[config.mk]
export PLATFORM = sky130hd
export DESIGN_NAME = instr_byte_loader_flat
export DESIGN_NICKNAME = d
export VERILOG_FILES = /design/src/rtl/instr_byte_loader_pkg.sv /design/src/rtl/instr_byte_loader_if.sv /design/src/rtl/instr_byte_loader_word_serializer.sv /design/src/rtl/instr_byte_loader.sv /design/src/flat_wrapper.sv
export SDC_FILE = /design/constraint.sdc
export NUM_CORES = 1
export LEC_CHECK = 0
export ABC_AREA = 1
export BUFFER_PORTS_ARGS = -buffer_cell sky130_fd_sc_hd__buf_4
export CORE_ASPECT_RATIO = 1.5
export CORE_MARGIN = 5
export CORE_UTILIZATION = 35
export CTS_CLUSTER_DIAMETER = 100
export DETAILED_ROUTE_END_ITERATION = 8
export PLACE_DENSITY = 0.61
export SLEW_MARGIN = 20
export SYNTH_ARGS = -nofsm -noshare
export SYNTH_HDL_FRONTEND = slang
export SYNTH_HIERARCHICAL = 1
export SYNTH_SLANG_ARGS = --single-unit
[constraint.sdc]
create_clock -name clk -period 1.5 [get_ports clk]
set_clock_uncertainty 0.2 [all_clocks]
set_input_delay 0.225 -clock clk [delete_from_list [all_inputs] [get_ports clk]]
set_output_delay 0.225 -clock clk [all_outputs]
set_load 0.005 [all_outputs]
[src/rtl/instr_byte_loader_pkg.sv]
// Shared RV32I definitions: word/byte geometry and the instruction loader fill-state encoding.
package rv32i_defs;

    localparam int InstructionSize = 32;
    localparam int ByteSize        = 8;
    localparam int BytesPerWord    = InstructionSize / ByteSize;

    typedef enum logic [0:0] {
        LOADER_FILL = 1'b0,
        LOADER_HOLD = 1'b1
    } loader_state_t;

endpackage

[src/rtl/instr_byte_loader_if.sv]
// Pad/core/consumer handshake bundle for the instruction byte loader.
// The master drives bytes, core step-enable and the result sink; the slave is the loader.
interface instr_byte_loader_if #(
    parameter int XLEN   = rv32i_defs::InstructionSize,
    parameter int BYTE_W = rv32i_defs::ByteSize
);
    logic [BYTE_W-1:0] byte_in;
    logic              byte_valid;
    logic              byte_ready;
    logic [XLEN-1:0]   instr;
    logic              instr_valid;
    logic              instr_ready;
    logic [XLEN-1:0]   result_in;
    logic [BYTE_W-1:0] result_byte;
    logic              result_valid;
    logic              result_ready;

    modport master (
        output byte_in, byte_valid, instr_ready, result_in, result_ready,
        input  byte_ready, instr, instr_valid, result_byte, result_valid
    );

    modport slave (
        input  byte_in, byte_valid, instr_ready, result_in, result_ready,
        output byte_ready, instr, instr_valid, result_byte, result_valid
    );
endinterface

[src/rtl/instr_byte_loader_word_serializer.sv]
// Word-to-byte drain, LSB first: load captures a word, first byte valid the next cycle, 1 byte/cycle.
// Stalls on dready=0; idle is a registered decode, so load must only be issued while idle.
module word_serializer #(
    parameter int XLEN   = 32,
    parameter int BYTE_W = 8
) (
    input  logic              clk,
    input  logic              rst,
    input  logic              load,
    input  logic [XLEN-1:0]   din,
    output logic [BYTE_W-1:0] dout,
    output logic              dvalid,
    input  logic              dready,
    output logic              idle
);
    localparam int NBYTES = XLEN / BYTE_W;
    localparam int IDX_W  = $clog2(NBYTES + 1);

    logic [XLEN-1:0]  res;
    logic [IDX_W-1:0] idx;
    logic             busy;

    // idx == NBYTES encodes "nothing left to send"
    assign busy   = (idx < IDX_W'(NBYTES));
    assign idle   = ~busy;
    assign dvalid = busy;
    assign dout   = busy ? BYTE_W'(res >> (BYTE_W * idx)) : '0;

    always_ff @(posedge clk) begin
        if (rst) begin
            res <= '0;
            idx <= IDX_W'(NBYTES);
        end else if (load) begin
            res <= din;
            idx <= '0;
        end else if (busy && dready) begin
            idx <= idx + IDX_W'(1);
        end
    end
endmodule

[src/rtl/instr_byte_loader.sv]
// Assembles NBYTES little-endian pad bytes into an instruction; instr_valid one cycle after the last byte.
// Accept is held off while the previous result drains; bytes arriving in HOLD are not consumed.
module instr_byte_loader
    import rv32i_defs::*;
#(
    parameter int XLEN   = InstructionSize,
    parameter int BYTE_W = ByteSize
) (
    input  logic                clk,
    input  logic                rst,
    instr_byte_loader_if.slave  bus
);
    localparam int NBYTES = XLEN / BYTE_W;
    localparam int CNT_W  = (NBYTES > 1) ? $clog2(NBYTES) : 1;

    loader_state_t    state, state_nxt;
    logic [CNT_W-1:0] cnt;
    logic [XLEN-1:0]  instr_q;
    logic             drain_idle;
    logic             last_byte;
    logic             byte_fire;
    logic             accept;

    assign last_byte = (cnt == CNT_W'(NBYTES - 1));

    always_ff @(posedge clk) begin
        if (rst) state <= LOADER_FILL;
        else     state <= state_nxt;
    end

    always_comb begin
        state_nxt       = state;
        bus.byte_ready  = 1'b0;
        bus.instr_valid = 1'b0;
        case (state)
            LOADER_FILL: begin
                bus.byte_ready = 1'b1;
                if (bus.byte_valid && last_byte) state_nxt = LOADER_HOLD;
            end
            LOADER_HOLD: begin
                // Gating on drain_idle guarantees a pending result is never overwritten
                bus.instr_valid = drain_idle;
                if (drain_idle && bus.instr_ready) state_nxt = LOADER_FILL;
            end
            default: state_nxt = LOADER_FILL;
        endcase
    end

    assign byte_fire = bus.byte_valid && bus.byte_ready;
    assign accept    = bus.instr_valid && bus.instr_ready;

    always_ff @(posedge clk) begin
        if (rst) begin
            cnt     <= '0;
            instr_q <= '0;
        end else if (byte_fire) begin
            instr_q[BYTE_W*cnt +: BYTE_W] <= bus.byte_in;
            cnt <= last_byte ? '0 : cnt + CNT_W'(1);
        end
    end

    assign bus.instr = instr_q;

    word_serializer #(
        .XLEN   (XLEN),
        .BYTE_W (BYTE_W)
    ) u_drain (
        .clk    (clk),
        .rst    (rst),
        .load   (accept),
        .din    (bus.result_in),
        .dout   (bus.result_byte),
        .dvalid (bus.result_valid),
        .dready (bus.result_ready),
        .idle   (drain_idle)
    );
endmodule

[src/flat_wrapper.sv]
// flat-port wrapper written by rule: the top's interface ports become plain ports
module instr_byte_loader_flat import rv32i_defs::*;
#(
    parameter int XLEN   = InstructionSize,
    parameter int BYTE_W = ByteSize
)
  (clk, rst, bus_byte_in, bus_byte_valid, bus_instr_ready, bus_result_in, bus_result_ready, bus_byte_ready, bus_instr, bus_instr_valid, bus_result_byte, bus_result_valid);
  instr_byte_loader_if #(.XLEN(XLEN), .BYTE_W(BYTE_W)) bus_i ();
  input  logic clk;
  input  logic rst;
  input wire logic [$bits(bus_i.byte_in)-1:0] bus_byte_in;
  input wire logic [$bits(bus_i.byte_valid)-1:0] bus_byte_valid;
  input wire logic [$bits(bus_i.instr_ready)-1:0] bus_instr_ready;
  input wire logic [$bits(bus_i.result_in)-1:0] bus_result_in;
  input wire logic [$bits(bus_i.result_ready)-1:0] bus_result_ready;
  output wire logic [$bits(bus_i.byte_ready)-1:0] bus_byte_ready;
  output wire logic [$bits(bus_i.instr)-1:0] bus_instr;
  output wire logic [$bits(bus_i.instr_valid)-1:0] bus_instr_valid;
  output wire logic [$bits(bus_i.result_byte)-1:0] bus_result_byte;
  output wire logic [$bits(bus_i.result_valid)-1:0] bus_result_valid;
  assign bus_i.byte_in = bus_byte_in;
  assign bus_i.byte_valid = bus_byte_valid;
  assign bus_i.instr_ready = bus_instr_ready;
  assign bus_i.result_in = bus_result_in;
  assign bus_i.result_ready = bus_result_ready;
  assign bus_byte_ready = bus_i.byte_ready;
  assign bus_instr = bus_i.instr;
  assign bus_instr_valid = bus_i.instr_valid;
  assign bus_result_byte = bus_i.result_byte;
  assign bus_result_valid = bus_i.result_valid;
  instr_byte_loader #(.XLEN(XLEN), .BYTE_W(BYTE_W)) u_core (.clk(clk), .rst(rst), .bus(bus_i));
endmodule
==> results.sh, run 1 <==
export IMPL_syn_instance_count=419
export IMPL_relSlewSlack_pct=76.39
export IMPL_core_area_sq_um=8828
export IMPL_die_height_um=126.3
export IMPL_period_share_pct=114.6
export IMPL_seq_area_frac_synth_pct=44.37
export IMPL_dieArea_sq_um=11060
export IMPL_critPathKind="flop to primary output"
export IMPL_synthFlopType="dfxtp_1"
export IMPL_violations="negative setup slack"
export IMPL_ir_worst_vdd_mv=0.5788
export IMPL_hpwlAfterDp_mm=6.768
export IMPL_syn_area_sq_um=3158
export IMPL_netlist_top_cells_count="nand2_1 (100), dfxtp_1 (70), a21oi_1 (61), inv_1 (51), o21ai_0 (34)"
export IMPL_routedWlPerCell_um=14.05
export IMPL_min_path_type="primary input to flop"
export IMPL_grt_max_degree=40
export IMPL_synth_compound_area_share_pct=17.51
export IMPL_synthAdderAreaFrac_pct=2.377
export IMPL_synth_cell_types=23
export IMPL_vias_per_cell=4.820
export IMPL_synth_seq_cells=70
export IMPL_grt_pass1_vias=3053
export IMPL_fin_area_sq_um=5019
export IMPL_clockBufferDepth=2
export IMPL_fp_row_count=42
export IMPL_routed_wl_mm=9.443
export IMPL_tightest_slew_ps=351.4
export IMPL_required_ps=1070
export IMPL_setup_viol=15
export IMPL_fin_ws_ps=-218.8
export IMPL_clk_latency_ps=330
export IMPL_layout_min_cycle_time_ps=1719
export IMPL_ant_nets=0
export IMPL_syn_nets=470
export IMPL_end_kind="primary output"
export IMPL_cts_sinks=70
export IMPL_syn_area_per_cell_sq_um=7.537
export IMPL_yosysTopAreaCellShare_pct=44.37
export IMPL_drc=0
export IMPL_dp_cells=617
export IMPL_die_x_um=87.56
export IMPL_synth_edff_count=0
export IMPL_io_pins=88
export IMPL_fmaxAchievable_ghz=0.5818
export IMPL_antenna_found_initial=0
export IMPL_vias=3239
export IMPL_synth_most_common_cell="nand2_1"
export IMPL_nFillCells=813
export IMPL_grt_remaining_overflow=0
export IMPL_start_kind="flop"
export IMPL_nets=609
export IMPL_path_clk_slew_ps=60
export IMPL_power_density_nw_per_um2=955.6
export IMPL_cap_violations=0
export IMPL_synth_top_area_cell="dfxtp_1"
export IMPL_fin_setup_tns_ps=-1642
export IMPL_syn2layout_area_growth_pct=58.91
export IMPL_port_buffer_count=87
export IMPL_tritoncts="built"
export IMPL_synth_area_top_cells="dfxtp_1 (44%), nand2_1 (12%), a21oi_1 (9.7%)"
export IMPL_dr_pass1_iters=4
export IMPL_initial_core_util_pct=35.77
export IMPL_seq_area_sq_um=1413
export IMPL_synth_simple_area_share_pct=24.48
export IMPL_worstPathMaxFanout=12
export IMPL_power_total_mw=4.796
export IMPL_antenna_cells=0
export IMPL_synth_xor_xnor_area_share_pct=0
export IMPL_initialDrtViolationCount=93
export IMPL_synth_mux_area_share_pct=0
export IMPL_place_congestion=0.8776
export IMPL_synth_top_family_by_area="simple AND/OR/NAND/NOR gates"
export IMPL_finalMaxSlewViolations=0
export IMPL_hold_violations=0
export IMPL_grt_pass1_wl_mm=14.68
export IMPL_arrival_ps=1290
export IMPL_yosysWarnings=6
export IMPL_drive_gt1_share_pct=40.04
export IMPL_leakage_nw=2.081
export IMPL_rsz0062_at_grt="yes"
export IMPL_cts_buffers=9
export IMPL_synthArstFlopShare_pct=0
export IMPL_h_tree_depth=3
export IMPL_multi_input_comb_area_sq_um=1650
export IMPL_layout_cells_non_filler=672
export IMPL_status="finished, violations left"
export IMPL_grt_usage_pct=17.08
export IMPL_place_area_sq_um=4046
export IMPL_root_buffer="clkbuf_16"
==> metal layers <==
metal / part of all wire, % / global-route usage, %
met1: 37 / 18.19
met2: 54 / 30.68
met3: 5.5 / 4.153
met4: 3.4 / 8.130
met5: 0 / 0
==> flip-flops by register name, summed over array words and instances (netlist names) <==
name / count
u_core/cnt: 2
u_core/u_drain/res: 32
u_core/bus.instr: 32
u_core/state: 1
u_core/u_drain/idx: 3
==> stage by stage <==
| step | hold WS, ps | setup WS (ps) | utilization (%) |
|---|---|---|---|
| after CTS | 1.704 | -212.8 | 54.38 |
| after global placement | 240.9 | -48.89 | 45.83 |
| after floorplan | 167.8 | -6.095 | - |
| after detailed placement | 245.9 | -115.0 | 45.83 |
| after global routing | 34.55 | -258.0 | 56.85 |
| final | 6.993 | -218.8 | 56.85 |
==> kinds of logic after synthesis <==
| kind of cell | Yosys count |
|---|---|
| buffers and inverters | 77 |
| flip-flops | 70 |
| AND/OR/NAND/NOR | 162 |
| AO/OA/AOI/OAI | 104 |
| adder cells (fa/ha/maj) | 6 |
==> cells in the final DEF, fill, tap and decap left out, types with 3 or more instances in the layout <==
master | Yosys | layout
nor2_4 | 4 | 4
nand2_2 | 9 | 29
ha_4 | 0 | 4
nor2_1 | 12 | 11
nand3_1 | 17 | 9
a21oi_2 | 8 | 18
dlygate4sd3_1 | 0 | 37
nand2_1 | 100 | 79
clkbuf_16 | 0 | 9
buf_12 | 0 | 3
inv_1 | 51 | 45
dfxtp_1 | 70 | 65
nand3_2 | 12 | 16
inv_2 | 4 | 7
buf_4 | 2 | 101
nand3_4 | 0 | 4
buf_6 | 4 | 6
a21oi_1 | 61 | 51
dfxtp_2 | 0 | 3
nor3_2 | 0 | 4
o21ai_0 | 34 | 33
==> worst paths after layout <==
check,cells after the start,slack (ps),end,startpoint
worst min register to register,2,250,u_core/u_drain/res[9],u_core/u_drain/res[9]
worst max register to register,7,-30,u_core/bus.instr[7],u_core/cnt[1]
worst max-delay path,5,-220,bus_result_byte[7],u_core/u_drain/idx[0]
worst min-delay path,3,7,u_core/u_drain/res[17],bus_result_in[17]
==> worst max-delay path: stages, from the launching register on <==
cell     delay (ps)
dfxtp_4         370
buf_12          150
nand2_2          90
nand3_2          80
a21oi_2         150
buf_4           120
==> cell type report <==
type	instances	area share, %
inverters	57	4.662
multi-input cells	272	32.88
repair buffers	148	25.13
clock buffers	11	5.036
flip-flops and latches	70	28.15
well taps	110	2.742
clock inverters	4	1.396
==> what timing repair did <==
action | CTS | global route
setup buffers | 1 | 1
endpoints found under the setup margin | 41 | 44
hold endpoints to repair | 38 | 0
pin swaps | 3 | 21
hold buffers | 37 | 0
gates cloned | 1 | 0
resized for setup | 17 | 59
==> power breakdown <==
group	total, mW	leakage (nW)	internal (mW)	switching [mW]
clock network	2.29	0.161	1.53	0.763
registers	1.91	0.567	1.89	0.0181
logic	0.597	1.35	0.299	0.298
Note: power is estimated with default switching activity, not from simulation.
==> run 2: changes to the inputs <==
--- a/config.mk
+++ b/config.mk
@@ -10,6 +10,7 @@
 export CORE_ASPECT_RATIO = 1.5
 export CORE_MARGIN = 5
 export CORE_UTILIZATION = 35
+export CTS_BUF_LIST = sky130_fd_sc_hd__clkbuf_2
 export CTS_CLUSTER_DIAMETER = 100
 export DETAILED_ROUTE_END_ITERATION = 8
 export PLACE_DENSITY = 0.61
==> constraint.sdc (replaced) <==
create_clock -name clk -period 1.5 [get_ports clk]
set_clock_uncertainty 0.2 [all_clocks]
set_input_delay 0.225 -clock clk [delete_from_list [all_inputs] [get_ports clk]]
set_output_delay 0.225 -clock clk [all_outputs]
set_load 0.1 [all_outputs]
==> run 2 against run 1 <==
Net effect:
- the flow still finishes with violations (negative setup slack)
- routed wire length up 14%
- via count increased by 4.0%
- combinational power up 27%
- die area unchanged
- flip-flop and latch count stayed put
- sequential share of layout area fell by 2.2 points
- register-to-register slack got worse by 70 ps
- final area increased by 13%
- critical path depth did not move
- global-route usage increased by 1.6 points
- maximum frequency fell by 16%
- worst setup slack got worse by 330 ps
- largest cell class is now buffers
- highest routed layer unchanged
==> results.sh, run 2 (synthesis gave the netlist of run 1 again) <==
export IMPL_routed_wl_mm=10.73
export IMPL_final_cell_mix="nand2_1 (79), buf_4 (64), buf_12 (47)"
export IMPL_dieArea_sq_um=11060
export IMPL_end_kind="primary output"
export IMPL_hpwlAfterDp_mm=6.850
export IMPL_ant_nets=0
export IMPL_tightest_slew_ps=374.2
export IMPL_antenna_cells=0
export IMPL_rr_endpoint="u_core/bus.instr[22]"
export IMPL_tritoncts="built"
export IMPL_reg2reg_depth=6
export IMPL_clk_latency_ps=510
export IMPL_place_ws_ps=-99.62
export IMPL_arrival_ps=1620
export IMPL_seq_area_sq_um=1468
export IMPL_grt_pass1_wl_mm=15.99
export IMPL_hold_start="u_core/u_drain/res[11]"
export IMPL_vias=3369
export IMPL_required_ps=1070
export IMPL_core_area_sq_um=8828
export IMPL_place_area_sq_um=4149
export IMPL_start_kind="flop"
export IMPL_initial_core_util_pct=35.77
export IMPL_setup_viol=58
export IMPL_cts_buffers=9
export IMPL_worstPathMaxFanout=12
export IMPL_critical_path_startpoint="u_core/u_drain/idx[0]"
export IMPL_whs_endpoint="u_core/u_drain/res[11]"
export IMPL_die_height_um=126.3
export IMPL_whs_ps=275.9
export IMPL_nFillCells=704
export IMPL_clockBufferDepth=2
export IMPL_fp_row_count=42
export IMPL_layout_commonest_cell="nand2_1"
export IMPL_period_share_pct=136.6
export IMPL_critPathKind="flop to primary output"
export IMPL_finalMaxSlewViolations=0
export IMPL_io_pins=88
export IMPL_routedWlPerCell_um=15.67
export IMPL_grt_max_degree=35
export IMPL_nets=621
export IMPL_port_buffer_count=87
export IMPL_violations="negative setup slack"
export IMPL_syn2layout_area_growth_pct=79.08
export IMPL_grt_remaining_overflow=0
export IMPL_h_tree_depth=3
export IMPL_r2r_slack_ps=-100
export IMPL_drive_gt1_share_pct=48.87
export IMPL_relSlewSlack_pct=74.90
export IMPL_power_density_nw_per_um2=655.7
export IMPL_initialDrtViolationCount=108
export IMPL_cap_violations=0
export IMPL_grt_pass1_vias=3411
export IMPL_root_buffer="clkbuf_2"
export IMPL_ir_worst_vdd_mv=0.4791
export IMPL_multi_input_comb_area_sq_um=1762
export IMPL_layout_min_cycle_time_ps=2048
export IMPL_r2r_start="u_core/cnt[0]"
export IMPL_path_clk_slew_ps=200
export IMPL_grt_usage_pct=18.65
export IMPL_fmaxAchievable_ghz=0.4882
export IMPL_antenna_found_initial=0
export IMPL_fin_ws_ps=-548.5
export IMPL_dr_pass1_iters=5
export IMPL_vias_per_cell=4.918
export IMPL_place_congestion=0.9426
export IMPL_cts_sinks=70
export IMPL_min_path_cells=2
export IMPL_die_x_um=87.56
export IMPL_drc=0
export IMPL_hold_violations=0
export IMPL_min_path_type="flop to flop"
export IMPL_rsz0062_at_grt="yes"
export IMPL_status="finished, violations left"
export IMPL_leakage_nw=2.192
export IMPL_fin_area_sq_um=5655
## run 2: worst max-delay path: stages, from the launching register on
cell	delay, ps
dfxtp_4	410
buf_8	150
nand2_1	90
nand3_2	100
a21oi_4	200
buf_12	190
## run 2: metrics by stage
| step | power (mW) | TNS, ps | cells | utilization [%] |
|---|---|---|---|---|
| floorplan | 2.292 | -2445 | 419 | - |
| global placement | 2.491 | -620.4 | 616 | 47.00 |
| detailed placement | 2.493 | -1702 | 616 | 47.00 |
| CTS | 3.695 | -7663 | 681 | 61.27 |
| global route | 3.896 | -12420 | 685 | 64.06 |
| finish | 3.708 | -5864 | 685 | 64.06 |
## run 2: area by class of cell
cell class | instances | share of cell area [%]
clock buffer | 9 | 0.7965
clock inverter | 7 | 1.150
inverter | 57 | 4.292
multi-input combinational | 272 | 31.15
sequential | 70 | 25.95
tap | 110 | 2.434
timing repair buffer | 160 | 34.23
## run 2: repair_timing
action / in CTS / in global routing
setup endpoints to repair: 77 / 108
resized for setup: 185 / 79
buffers inserted: 4 / 3
gates cloned: 1 / 2
pin swaps: 16 / 29
hold buffers: 44 / 0
hold endpoints to repair: 70 / 0
## run 2: worst max-delay path by stage
stage,to,slack (ps),depth (start not counted)
3_3_place_gp,bus_result_byte[1],-60,5
3_5_place_dp,bus_result_byte[6],-100,5
5_1_grt,bus_result_byte[7],-630,5
4_1_cts,bus_result_byte[6],-580,5
2_1_floorplan,bus_result_byte[0],-250,5
6_report,bus_result_byte[0],-550,5
## run 2: power breakdown
part | leakage [nW] | switching [mW] | internal (mW)
clock | 0.0590 | 0.679 | 0.368
combinational | 1.55 | 0.410 | 0.347
sequential | 0.585 | 0.0226 | 1.88
## run 2: layer usage
layer,wire [um],vias up,global-route usage [%]
met2,5875,125,33.93
met1,3707,1563,18.07
met3,590,37,4.348
met4,558,0,12.29
met5,0,-,0
li1,-,1644,-
